`config.mk`:
```
export PLATFORM = sky130hd
export DESIGN_NAME = sr_latch_bank_ctrl
export DESIGN_NICKNAME = d
export VERILOG_FILES = /design/src/rtl/sr_ctrl_pkg.sv /design/src/rtl/sr_latch_bank_ctrl_arb.sv /design/src/rtl/sr_latch_bank_ctrl.sv
export SDC_FILE = /design/constraint.sdc
export NUM_CORES = 1
export LEC_CHECK = 0
export CAP_MARGIN = 5
export CORE_ASPECT_RATIO = 1.4
export CORE_MARGIN = 2
export CORE_UTILIZATION = 30
export DETAILED_ROUTE_END_ITERATION = 7
export PLACE_DENSITY = 0.56
export SLEW_MARGIN = 20
export SYNTH_ARGS = -nofsm -noshare
export SYNTH_HDL_FRONTEND = slang
export SYNTH_SLANG_ARGS = --single-unit
```
`constraint.sdc`:
```
create_clock -name clk -period 3.08 [get_ports clk]
set_input_delay 0.616 -clock clk [delete_from_list [all_inputs] [get_ports clk]]
set_output_delay 0.616 -clock clk [all_outputs]
set_load 0.1 [all_outputs]
```
`src/rtl/sr_ctrl_pkg.sv`:
```
// Shared types for the SR latch bank controller.
// FSM states, op encodings, requester ids, helpers.
package sr_ctrl_pkg;

  typedef enum logic [1:0] {
    ST_IDLE   = 2'd0,
    ST_DRIVE  = 2'd1,
    ST_SETTLE = 2'd2,
    ST_DONE   = 2'd3
  } state_t;

  localparam logic OP_SET = 1'b1;
  localparam logic OP_RST = 1'b0;

  localparam logic REQ_A = 1'b0;
  localparam logic REQ_B = 1'b1;

  function automatic int max2(int a, int b);
    return (a > b) ? a : b;
  endfunction

endpackage

```
`src/rtl/sr_latch_bank_ctrl_arb.sv`:
```
// sr_rr_arb2: 2-way round-robin arbiter, prio flop.
// Ports: clk, rst_n, en, a/b_valid in; a/b_ready, gnt_id out.
module sr_rr_arb2
  import sr_ctrl_pkg::*;
(
  input  logic clk,
  input  logic rst_n,
  input  logic en,
  input  logic a_valid,
  input  logic b_valid,
  output logic a_ready,
  output logic b_ready,
  output logic gnt_id
);

  logic prio_q, prio_d;
  logic a_g, b_g;

  always_comb begin
    a_g = a_valid &
          (!b_valid || prio_q == REQ_A);
    b_g = b_valid &
          (!a_valid || prio_q == REQ_B);
    a_ready = en & a_g;
    b_ready = en & b_g;
    gnt_id  = b_ready ? REQ_B : REQ_A;
    // Winner drops to the back of the line.
    prio_d = prio_q;
    unique case (1'b1)
      a_ready: prio_d = REQ_B;
      b_ready: prio_d = REQ_A;
      default: prio_d = prio_q;
    endcase
  end

  always_ff @(posedge clk) begin
    if (!rst_n) prio_q <= REQ_A;
    else        prio_q <= prio_d;
  end

endmodule

```
`src/rtl/sr_latch_bank_ctrl.sv`:
```
// SR latch bank controller: arbitrates A/B, pulses S/R.
// Ports: a/b req, s_o/r_o/q_i bank, busy/done/done_id/err.
// Option: SR_LATCH_VERIFY_EN enables q read-back check.
module sr_latch_bank_ctrl
  import sr_ctrl_pkg::*;
#(
  parameter int N          = 6,
  parameter int IW         = (N > 1) ? $clog2(N) : 1,
  parameter int PULSE_CYC  = 2,
  parameter int SETTLE_CYC = 1
) (
  input  logic          clk,
  input  logic          rst_n,
  input  logic          a_valid,
  input  logic          a_op,
  input  logic [IW-1:0] a_idx,
  output logic          a_ready,
  input  logic          b_valid,
  input  logic          b_op,
  input  logic [IW-1:0] b_idx,
  output logic          b_ready,
  output logic [N-1:0]  s_o,
  output logic [N-1:0]  r_o,
  input  logic [N-1:0]  q_i,
  output logic          busy,
  output logic          done,
  output logic          done_id,
  output logic          err
);

  localparam int CMAX = max2(PULSE_CYC, SETTLE_CYC);
  localparam int CW   = $clog2(CMAX + 1);
  localparam logic [N-1:0] ONE =
    {{(N-1){1'b0}}, 1'b1};

  state_t          state_q, state_d;
  logic [CW-1:0]   cnt_q, cnt_d;
  logic            op_q, op_d;
  logic            id_q, id_d;
  logic            oor_q, oor_d;
  logic [IW-1:0]   idx_q, idx_d;
  logic [N-1:0]    s_q, s_d;
  logic [N-1:0]    r_q, r_d;
  logic            en, acc, gnt_id;
  logic            last_cnt;

  assign en = (state_q == ST_IDLE);

  sr_rr_arb2 u_arb (
    .clk     (clk),
    .rst_n   (rst_n),
    .en      (en),
    .a_valid (a_valid),
    .b_valid (b_valid),
    .a_ready (a_ready),
    .b_ready (b_ready),
    .gnt_id  (gnt_id)
  );

  assign acc      = a_ready | b_ready;
  assign last_cnt = (cnt_q == CW'(1));

  always_comb begin
    state_d = state_q;
    cnt_d   = cnt_q;
    op_d    = op_q;
    id_d    = id_q;
    oor_d   = oor_q;
    idx_d   = idx_q;
    unique case (state_q)
      ST_IDLE: begin
        if (acc) begin
          id_d  = gnt_id;
          op_d  = (gnt_id == REQ_B) ? b_op : a_op;
          idx_d = (gnt_id == REQ_B) ? b_idx : a_idx;
          oor_d = (int'(idx_d) >= N);
          cnt_d = CW'(PULSE_CYC);
          // Bad index never touches the bank.
          state_d = oor_d ? ST_DONE : ST_DRIVE;
        end
      end
      ST_DRIVE: begin
        if (last_cnt) begin
          state_d = ST_SETTLE;
          cnt_d   = CW'(SETTLE_CYC);
        end else begin
          cnt_d = cnt_q - CW'(1);
        end
      end
      ST_SETTLE: begin
        if (last_cnt) state_d = ST_DONE;
        else          cnt_d = cnt_q - CW'(1);
      end
      ST_DONE: state_d = ST_IDLE;
      default: state_d = ST_IDLE;
    endcase
    // Drives are registered from next state so
    // S and R are clean flop outputs, one-hot.
    s_d = '0;
    r_d = '0;
    if (state_d == ST_DRIVE) begin
      if (op_d == OP_SET) s_d = ONE << idx_d;
      else                r_d = ONE << idx_d;
    end
  end

  always_ff @(posedge clk) begin
    if (!rst_n) begin
      state_q <= ST_IDLE;
      cnt_q   <= '0;
      op_q    <= OP_RST;
      id_q    <= REQ_A;
      oor_q   <= 1'b0;
      idx_q   <= '0;
      s_q     <= '0;
      r_q     <= '0;
    end else begin
      state_q <= state_d;
      cnt_q   <= cnt_d;
      op_q    <= op_d;
      id_q    <= id_d;
      oor_q   <= oor_d;
      idx_q   <= idx_d;
      s_q     <= s_d;
      r_q     <= r_d;
    end
  end

  assign s_o     = s_q;
  assign r_o     = r_q;
  assign busy    = (state_q != ST_IDLE);
  assign done    = (state_q == ST_DONE);
  assign done_id = done & id_q;

`ifdef SR_LATCH_VERIFY_EN
  logic qs_q, qs_d;

  always_comb begin
    qs_d = qs_q;
    if (state_q == ST_SETTLE && last_cnt)
      qs_d = q_i[idx_q];
  end

  always_ff @(posedge clk) begin
    if (!rst_n) qs_q <= 1'b0;
    else        qs_q <= qs_d;
  end

  assign err = done & (oor_q | (qs_q != op_q));
`else
  logic unused_q;
  assign unused_q = ^q_i;
  assign err = done & oor_q;
`endif

endmodule

```
=== Word level (Yosys, flattened, before mapping) ===
Cells that the tools add are included.

* Bits in registers: 23
* Bits in latches: 0
* Bits in writable memories: 0
* ROM bits: 0
* Input bits: 18
* Word-level logic and storage cells: 58
* Memories: 0

* Add/sub/neg operators: 1
* Multipliers: 0
* Divide/modulo/power cells: 0
* Magnitude comparators: 1
* Equal/unequal tests: 7
* Shift operators: 1
* Multiplexer cells: 17
* Bitwise gates (word level): 10
* Reductions and logical operators: 12

{| class="wikitable"
|+ Operator list
! kind !! count
|-
| $mux W2 || 7
|-
| $mux W3 || 3
|-
| $pmux W2 S4 || 1
|-
| $and A1 B1 Y1 || 6
|-
| $eq A2 B1 Y1 const B || 3
|-
| $pmux W2 S3 || 1
|-
| $reduce_and A3 Y1 || 2
|-
| $shl A1 B3 Y6 const A || 1
|-
| $eq A2 B2 Y1 const B || 2
|-
| $mux W1 || 4
|-
| $ne A2 B2 Y1 const B || 2
|-
| $reduce_bool A2 Y1 || 2
|-
| $ge A3 B3 Y1 const B || 1
|-
| $not A1 Y1 || 3
|-
| $reduce_bool A3 Y1 || 1
|-
| $reduce_or A3 Y1 || 1
|-
| $logic_not A1 Y1 || 2
|-
| $logic_not A2 Y1 || 1
|-
| $logic_or A1 B1 Y1 || 2
|-
| $pmux W1 S2 || 1
|-
| $reduce_and A2 Y1 || 1
|-
| $sub A2 B1 Y2 const B || 1
|-
| $or A1 B1 Y1 || 1
|}

=== Depth between registers and ports, before layout ===
* Word-level depth: 13
* Mapped depth: 8
* Depth with buffers taken out: 7

=== By module ===
A second synthesis with hierarchy kept.

* Cells, all modules: 128
* Area, all modules: 1153.6 sq um

{| class="wikitable"
|+ Modules (own cells, without submodules)
! module !! instances !! cells each !! area an instance (sq um) !! sequential area each (sq um)
|-
| sr_latch_bank_ctrl || 1 || 119 || 1086.0 || 440.4
|-
| sr_rr_arb2 || 1 || 9 || 67.6 || 20.0
|}

=== Worst setup path after synthesis ===
No wires, ideal clock.

* Path kind: input port to output port
* From: input b_valid
* To: output b_ready
* Arrival time: 2.146 ns
* Setup slack: 0.318 ns
* Stages on the path: 3
* Cell sequence: buf_2 > nand2_1 > nor2_1

* Cells in the longest elaborated chain, start to end: 2

{| class="wikitable"
|+ RTL lines
! item !! line !! text
|-
| start: declaration || sr_latch_bank_ctrl.sv:18 || <nowiki>input logic b_valid,</nowiki>
|-
| $and A1 B1 Y1 || sr_latch_bank_ctrl_arb.sv:22 || <nowiki>b_g = b_valid &</nowiki>
|-
| $and A1 B1 Y1 || sr_latch_bank_ctrl_arb.sv:25 || <nowiki>b_ready = en & b_g;</nowiki>
|-
| end: declaration || sr_latch_bank_ctrl.sv:21 || <nowiki>output logic b_ready,</nowiki>
|}

Every way passes these cells.

=== Worst setup path after layout ===
* From: input a_valid
* To: output a_ready

* Cells in the longest elaborated chain, start to end: 2

{| class="wikitable"
|+ RTL lines
! item !! line !! text
|-
| start: declaration || sr_latch_bank_ctrl.sv:14 || <nowiki>input logic a_valid,</nowiki>
|-
| $and A1 B1 Y1 || sr_latch_bank_ctrl_arb.sv:20 || <nowiki>a_g = a_valid &</nowiki>
|-
| $and A1 B1 Y1 || sr_latch_bank_ctrl_arb.sv:24 || <nowiki>a_ready = en & a_g;</nowiki>
|-
| end: declaration || sr_latch_bank_ctrl.sv:17 || <nowiki>output logic a_ready,</nowiki>
|}

Every way passes these cells.

==> impl_metrics.env <==
export IMPL_root_buffer="clkbuf_8"
export IMPL_intPower_uw=684
export IMPL_required_ns=2.46
export IMPL_wl_um=2540
export IMPL_track_usage_pct=12.8
export IMPL_std_cell_rows=26
export IMPL_hold_viol=0
export IMPL_switchingPower_uw=669
export IMPL_crit_end="a_ready"
export IMPL_ys_ff_latch=23
export IMPL_regToRegSetupSlack_ns=1.13
export IMPL_seqPwrFrac_pct=29.1
export IMPL_layout_min_cycle_time_ns=2.52
export IMPL_p_leak_nw=0.603
export IMPL_worstSkewPairLatency_ns=0.27
export IMPL_finalCritPeriodShare_pct=81.8
export IMPL_clock_tree_buffer_depth=2
export IMPL_worst_slew_pin_slew_ns=0.438
export IMPL_ir_drop_mv=0.560
export IMPL_coreArea_mm2=0.00361
export IMPL_clk_pin_slew_worst_paths_ns=0.09
export IMPL_ios=36
export IMPL_grt_max_degree=15
export IMPL_hp_class="flop to flop"
export IMPL_p_per_area_mw_per_mm2=911
export IMPL_drive_gt1_share_pct=22.6
export IMPL_critical_path_arrival_ns=1.90
export IMPL_die_area_mm2=0.00427
export IMPL_post_place_ws_ns=0.585
export IMPL_rsz0062_at_grt="false"
export IMPL_via_count=1003
export IMPL_maxCapViolations=0
export IMPL_synthCells=128
export IMPL_max_slew_margin_pct=70.6
export IMPL_h_tree_depth=1
export IMPL_seq_area_frac_synth_pct=40.9
export IMPL_endpoint_kind="output port"
export IMPL_ff2ff_path_depth=7
export IMPL_io_buffers=29
export IMPL_cts_hold_buf=0
export IMPL_die_y_um=76.5
export IMPL_dr_pass1_iters=4
export IMPL_ctsResizeCount=0
export IMPL_dp_hpwl_um=2010
export IMPL_run_status="complete, no violations"
export IMPL_switching_share_pct=49.4
export IMPL_grt_ovfl_total=0
export IMPL_grt_pass1_vias=976
export IMPL_post_cts_setup_buffers=0
export IMPL_drt_iter0_markers=21
export IMPL_diodes=0
export IMPL_antenna_found_initial=0
export IMPL_start_kind="primary input"
export IMPL_finClkSkew_ns=0.00320
export IMPL_critical_path_class="primary input to output port"
export IMPL_power_mw=1.35
export IMPL_fmaxAchievable_mhz=397
export IMPL_utilization_pct=41.1
export IMPL_cts_tree="done"
export IMPL_yosys_warnings=0
export IMPL_syn_to_final_growth_pct=31.9
export IMPL_timing_final_ws_setup_ns=0.561
export IMPL_critPathLaunch="a_valid"
export IMPL_start_util_pct=31.2
export IMPL_slowest_delay_ns=0.58
export IMPL_drc=0
export IMPL_finalSetupViolations=0
export IMPL_viasPerCell=4.99
export IMPL_synth_cell_types=37
export IMPL_timing_rr_start="state_q[0]"
export IMPL_drv_slew=0
export IMPL_rr_endpoint="state_q[1]"
export IMPL_slowest_stage="clkdlybuf4s50_1"
export IMPL_ant_nets=0
export IMPL_pwr_share_comb_pct=56.2
export IMPL_cp_max_fo=7
export IMPL_syn_mean_instance_area_um2=8.80
export IMPL_gp_congestion=0.785
export IMPL_die_w_um=55.8
export IMPL_tns_ns=0
export IMPL_cts_buffers_inserted=3
export IMPL_routedWlPerCell_um=12.6
export IMPL_syn_nets=153
export IMPL_grt_pass1_wl_um=4310
export IMPL_clkSinkCount=23
export IMPL_hold_path_startpoint="oor_q"
export IMPL_mappedNetlistArea_mm2=0.00113
export IMPL_hold_slack_ns=0.498
export IMPL_p_clk_share_pct=14.7
export IMPL_layout_nets=185
export IMPL_cp_cell_sequence="clkdlybuf4s50_1 -> a21boi_0 -> nand2_1 -> inv_1 -> buf_12"
==> layer usage <==
metal | wire length [µm] | vias up | track usage, %
li1 | - | 509 | -
met1 | 1070 | 470 | 15.2
met2 | 1320 | 18 | 21.1
met3 | 92 | 6 | 2.72
met4 | 60 | 0 | 7.07
met5 | 0 | - | 0
==> registers in the layout (all words and copies together) (netlist names) <==
register,flops
r_o,6
idx_q,3
op_q,1
oor_q,1
u_arb.prio_q,1
cnt_q,2
state_q,2
s_o,6
id_q,1
==> critical path, delay by kind of cell <==
kind	cells	cell delay, ns
compound gates	1	0.29
buf+inv	3	0.88
simple gates	1	0.12
==> cell usage in the layout (no fill, tap or decap), drive strengths merged, types with 2 or more instances in the layout <==
master,Yosys,final
a21boi,2,2
nor3,6,6
ha,7,7
o32a,2,2
o21a,3,3
nand3b,3,3
nand2,10,10
dfxtp,23,23
buf,2,18
inv,8,8
o32ai,2,2
clkbuf,0,3
o21ai,11,11
and2,5,5
a21oi,8,8
clkdlybuf4s50,0,11
nand3,4,4
nor2,21,21
==> final cells by class <==
type / instances / area (µm²)
flip-flops and latches: 23 / 460
fillers: 363 / 2130
inverters: 9 / 33.8
well taps: 42 / 52.6
clock buffers: 3 / 41.3
clock inverters: 1 / 7.51
multi-input cells: 94 / 619
repair buffers: 29 / 270
==> per-stage QoR <==
step	instances	instance area [µm²]
6_report	201	1490
5_1_grt	201	1490
4_1_cts	201	1490
3_5_place_dp	197	1440
3_3_place_gp	197	1440
2_1_floorplan	128	1130
==> cell families after synthesis <==
kind of cell	synth area share, %
flops	40.9
fa+ha+maj	7.78
simple gates	23.3
buf+inv	4.11
compound gates	23.9
==> power groups by stage <==
stage	Combinational, mW	Clock [mW]	Sequential, mW
2_1_floorplan	0.503	0	0.495
3_3_place_gp	0.755	0	0.400
3_5_place_dp	0.762	0	0.402
4_1_cts	0.765	0.207	0.395
5_1_grt	0.821	0.222	0.403
6_report	0.761	0.199	0.394
==> cells in the mapped netlist (all sizes together) <==
cell type,count,area (µm²)
a211oi,1,7.51
a21bo,1,10.0
a21boi,2,18.8
a21o,1,7.51
a21oi,8,43.8
a311oi,1,8.76
a31o,1,8.76
a31oi,1,6.26
a32oi,1,8.76
and2,5,31.3
buf,2,12.5
clkinv,1,3.75
dfxtp,23,460
ha,7,87.6
inv,8,30.0
nand2,10,37.5
nand2b,1,6.26
nand3,4,20.0
nand3b,3,22.5
nor2,21,81.3
nor2b,1,13.8
nor3,6,50.1
o21a,3,31.3
o21ai,11,55.1
o22ai,1,6.26
o32a,2,20.0
o32ai,2,36.3
==> worst min path at each step <==
stage / slack, ns / depth (start not counted) / endpoint
floorplan: 0.45 / 2 / id_q
global placement: 0.47 / 2 / cnt_q[1]
detailed placement: 0.49 / 2 / oor_q
CTS: 0.51 / 2 / cnt_q[1]
global route: 0.54 / 2 / cnt_q[1]
finish: 0.50 / 2 / oor_q
(Power assumes the default switching activity.)
